--- src/rtl/inc_pkg.sv ---
// Shared constants and word type for the timer incrementer.
package inc_pkg;

  localparam int unsigned INC_WIDTH = 8;
  localparam logic [INC_WIDTH-1:0] INC_ALL_ONES = '1;

  typedef logic [INC_WIDTH-1:0] inc_word_t;

endpackage

--- src/rtl/inc_half_adder.sv ---
// Single-bit half adder: one stage of the ripple incrementer chain.
module inc_half_adder (
  input  logic a,
  input  logic b,
  output logic s,
  output logic c
);

  assign s = a ^ b;
  assign c = a & b;

endmodule

--- src/rtl/incrementor_8bit.sv ---
// Unsigned +1 incrementer: half-adder ripple result, registered copy and optional sticky
// wrap flag (enabled by defining INC8_OVF_STICKY_EN).
module incrementor_8bit
  import inc_pkg::*;
#(
  parameter int unsigned WIDTH = INC_WIDTH
) (
  input  logic             clk,
  input  logic             rst,
  input  logic [WIDTH-1:0] in,
  output logic [WIDTH-1:0] out,
  output logic             carry_out,
  output logic [WIDTH-1:0] out_q,
  output logic             carry_q,
  output logic             ovf_sticky
);

  // Carry lives inside each generate scope so the chain is not one self-feeding vector.
  for (genvar i = 0; i < WIDTH; i++) begin : g_bit
    logic b;
    logic c;
    if (i == 0) begin : g_lsb
      assign b = 1'b1;
    end else begin : g_rip
      assign b = g_bit[i-1].c;
    end
    inc_half_adder u_ha (
      .a(in[i]),
      .b(b),
      .s(out[i]),
      .c(c)
    );
  end

  assign carry_out = g_bit[WIDTH-1].c;

  always_ff @(posedge clk) begin
    if (rst) begin
      out_q   <= '0;
      carry_q <= 1'b0;
    end else begin
      out_q   <= out;
      carry_q <= carry_out;
    end
  end

`ifdef INC8_OVF_STICKY_EN
  logic ovf_q;

  always_ff @(posedge clk) begin
    if (rst) begin
      ovf_q <= 1'b0;
    end else if (carry_out) begin
      ovf_q <= 1'b1;
    end
  end

  assign ovf_sticky = ovf_q;
`else
  assign ovf_sticky = 1'b0;
`endif

endmodule

--- config.mk ---
export PLATFORM = sky130hd
export DESIGN_NAME = incrementor_8bit
export DESIGN_NICKNAME = d
export VERILOG_FILES = /design/src/rtl/inc_pkg.sv /design/src/rtl/inc_half_adder.sv /design/src/rtl/incrementor_8bit.sv
export SDC_FILE = /design/constraint.sdc
export NUM_CORES = 1
export LEC_CHECK = 0
export ABC_AREA = 1
export BUFFER_PORTS_ARGS = -buffer_cell sky130_fd_sc_hd__clkbuf_2
export CAP_MARGIN = 20
export CORE_AREA = 5 5 42 44
export CTS_BUF_LIST = sky130_fd_sc_hd__clkbuf_16
export DETAILED_ROUTE_END_ITERATION = 6
export DIE_AREA = 0 0 47 49
export HOLD_SLACK_MARGIN = 0.02
export PLACE_DENSITY = 0.74
export SETUP_SLACK_MARGIN = 0.3
export SLEW_MARGIN = 15
export SYNTH_ARGS = -nofsm -noshare
export SYNTH_HDL_FRONTEND = slang
export SYNTH_SLANG_ARGS = --single-unit
--- constraint.sdc ---
create_clock -name clk -period 2.6 [get_ports clk]
set_clock_uncertainty 0.1 [all_clocks]
set_input_delay 0.13 -clock clk [delete_from_list [all_inputs] [get_ports clk]]
set_output_delay 0.13 -clock clk [all_outputs]
set_load 0.02 [all_outputs]
==> run_results.csv <==
group,metric,value,unit
status,status,"complete, no violations",
grt,grt_pass1_wl,1180,µm
grt,met2_usage,13.6,%
final_layout,post-route-util,41.6,%
logic_synthesis,synthTopCellsByCount,"buf_4 (9), dfxtp_1 (9), inv_1 (9), nor2_1 (9), ha_1 (7)",
grt,grt_max_degree,10,
logic_synthesis,ys_ff_latch,9,
timing,rsz0062_at_grt,"false",
drt,via_count,329,
setup_path,setup.worst_path.start,"in[0]",
grt,grt_antenna_before_repair,0,
cts,clock_tree.buffer_depth,2,
cts,htree_levels,1,
place,port_buffers,27,
logic_synthesis,ys_types,7,
drt,wl,781,µm
cts,clock_sinks,9,
drt,drc_errors,0,
logic_synthesis,ys_warn_count,0,
grt,grt_pass1_vias,337,
logic_synthesis,syn_avg_cell_area,9.29,µm²
final_layout,fillers,152,
grt,met3_usage,4.06,%
drt,ant_nets,0,
cts,cts_made_buffers,3,
timing,setup_viol,0,
place,place.gp.congestion,0.618,
floorplanning,ios,29,
setup_path,crit_required,2.37,ns
logic_synthesis,netlist_instances,45,
floorplanning,start_util,29.8,%
grt,overflow,0,
flow_run,cap_viol_max_count,0,
grt,gr-max-usage-layer,"met2",
logic_synthesis,ys_seq_area_share,43.1,%
logic_synthesis,synth_area_leaders,"dfxtp_1 (43%), ha_1 (21%), buf_4 (16%)",
floorplanning,core_region_area,1400,µm²
floorplanning,dieArea,2300,µm²
pwr,peakVddDrop,0.401,mV
floorplanning,fp.dieW,47,µm
drt,routed_via_density,3.96,
timing,min_period,2.02,ns
setup_path,crit_type,"in2out",
pwr,power.density,816,nW/µm²
final_layout,drive_gt1_share,44.8,%
pwr,power,476,µW
final_layout,diodes,0,
logic_synthesis,synth_fp_nets,62,
grt,gr-usage-met1,5.75,%
pwr,leakage,0.000361,µW
cts,post_cts_buffers,0,
logic_synthesis,synth_ff_type,"dfxtp_1",
logic_synthesis,syn_area,418,µm²
setup_path,end_kind,"primary output",
hold_path,min_path_type,"in2reg",
floorplanning,row_count,14,
drt,drt_first_pass_iters,1,
timing,setup-tns-final,0,ns
timing,hold_viol,0,
drt,avgRoutedWirePerCell,9.41,µm
grt,grt.total_usage,7.48,%
setup_path,cp_max_fo,3,
floorplanning,dieHeight,49,µm
cts,cts_root_buffer,"clkbuf_16",
timing,fin_crit_sh,77.8,%
setup_path,cp-start-kind,"input pin",
final_layout,syn_to_final_growth,39.5,%
timing,final_max_slew_viol_count,0,
cts,clk_pin_slew,0.04,ns
logic_synthesis,synth-edff-count,0,
drt,dr.first_iter.drc_count,0,
setup_path,crit_end,"out[7]",
logic_synthesis,synth_area_leader_cell,"dfxtp_1",
cts,cts_tree,"done",
final_layout,nets,85,
logic_synthesis,yosys.area.top_type_share,43.1,%
timing,fmax,494,MHz
logic_synthesis,postSynth.asyncResetShare,0,%
setup_path,crit_arrival,1.79,ns
[logic make-up after synthesis]
kind of cell  Yosys count  synth area share (%)
buf+inv                19                  26.9
flops                   9                  43.1
fa+ha+maj               7                  21.0
simple gates            9                  8.08
other cells             1                 0.897
[cell usage in the layout (no fill, tap or decap)]
master | synthesis | final
inv_1 | 9 | 10
ha_1 | 7 | 7
clkbuf_2 | 0 | 27
dfxtp_1 | 9 | 9
nor2_1 | 9 | 9
conb_1 | 1 | 1
dlygate4sd3_1 | 0 | 1
clkbuf_16 | 0 | 3
[timing repair]
item | 4_1_cts | 5_1_grt
hold buffers | 1 | 0
hold endpoints to repair | 1 | 0
resized for setup | 0 | 0
[registers in the layout (all words and copies together), names as in the netlist]
register  flops
carry_q       1
out_q         8
[metal layers]
metal / up-vias / part of all wire (%)
li1: 165 / -
met1: 141 / 34
met2: 21 / 49
met3: 2 / 15
met4: 0 / 1.4
met5: - / 0
[how the worst min path moves through the flow]
stage	from	to	slack, ns	depth (start not counted)
final	rst	out_q[2]$_SDFF_PP0_	0.09	2
after CTS	rst	out_q[4]$_SDFF_PP0_	0.09	2
after detailed placement	in[0]	out_q[0]$_SDFF_PP0_	0.24	2
after global placement	in[0]	out_q[0]$_SDFF_PP0_	0.23	2
after global routing	rst	out_q[1]$_SDFF_PP0_	0.11	2
after floorplan	in[0]	out_q[0]$_SDFF_PP0_	0.1	1
[area by class of cell]
| class | count | area (µm²) | share of cell area, % |
|---|---|---|---|
| multi-input combinational | 17 | 125 | 21.5 |
| tap | 16 | 20.0 | 3.43 |
| inverter | 9 | 33.8 | 5.79 |
| sequential | 9 | 180 | 30.9 |
| timing repair buffer | 28 | 145 | 24.9 |
| clock inverter | 1 | 3.75 | 0.644 |
| clock buffer | 3 | 75.1 | 12.9 |
[power by group]
part / switching (µW) / internal, µW / leakage, µW / total, µW
Combinational: 43.2 / 24.1 / 0.000244 / 67.3
Clock: 59.4 / 200 / 0.0000423 / 260
Sequential: 1.73 / 147 / 0.0000747 / 149
[critical path: stages]
cell	delay, ns
clkbuf_2	0.10
ha_1	0.20
ha_1	0.18
ha_1	0.19
ha_1	0.18
ha_1	0.18
ha_1	0.18
ha_1	0.29
clkbuf_2	0.17
[per-stage QoR]
stage,cell area [µm²],worst slack [ns],hold WS [ns],std cells
after floorplan,418,0.776,0.0967,45
after global placement,494,0.574,0.230,78
after detailed placement,494,0.538,0.244,78
after CTS,583,0.544,0.0926,83
after global routing,583,0.477,0.114,83
final,583,0.577,0.0877,83
Power figures use the tool's default switching activity.
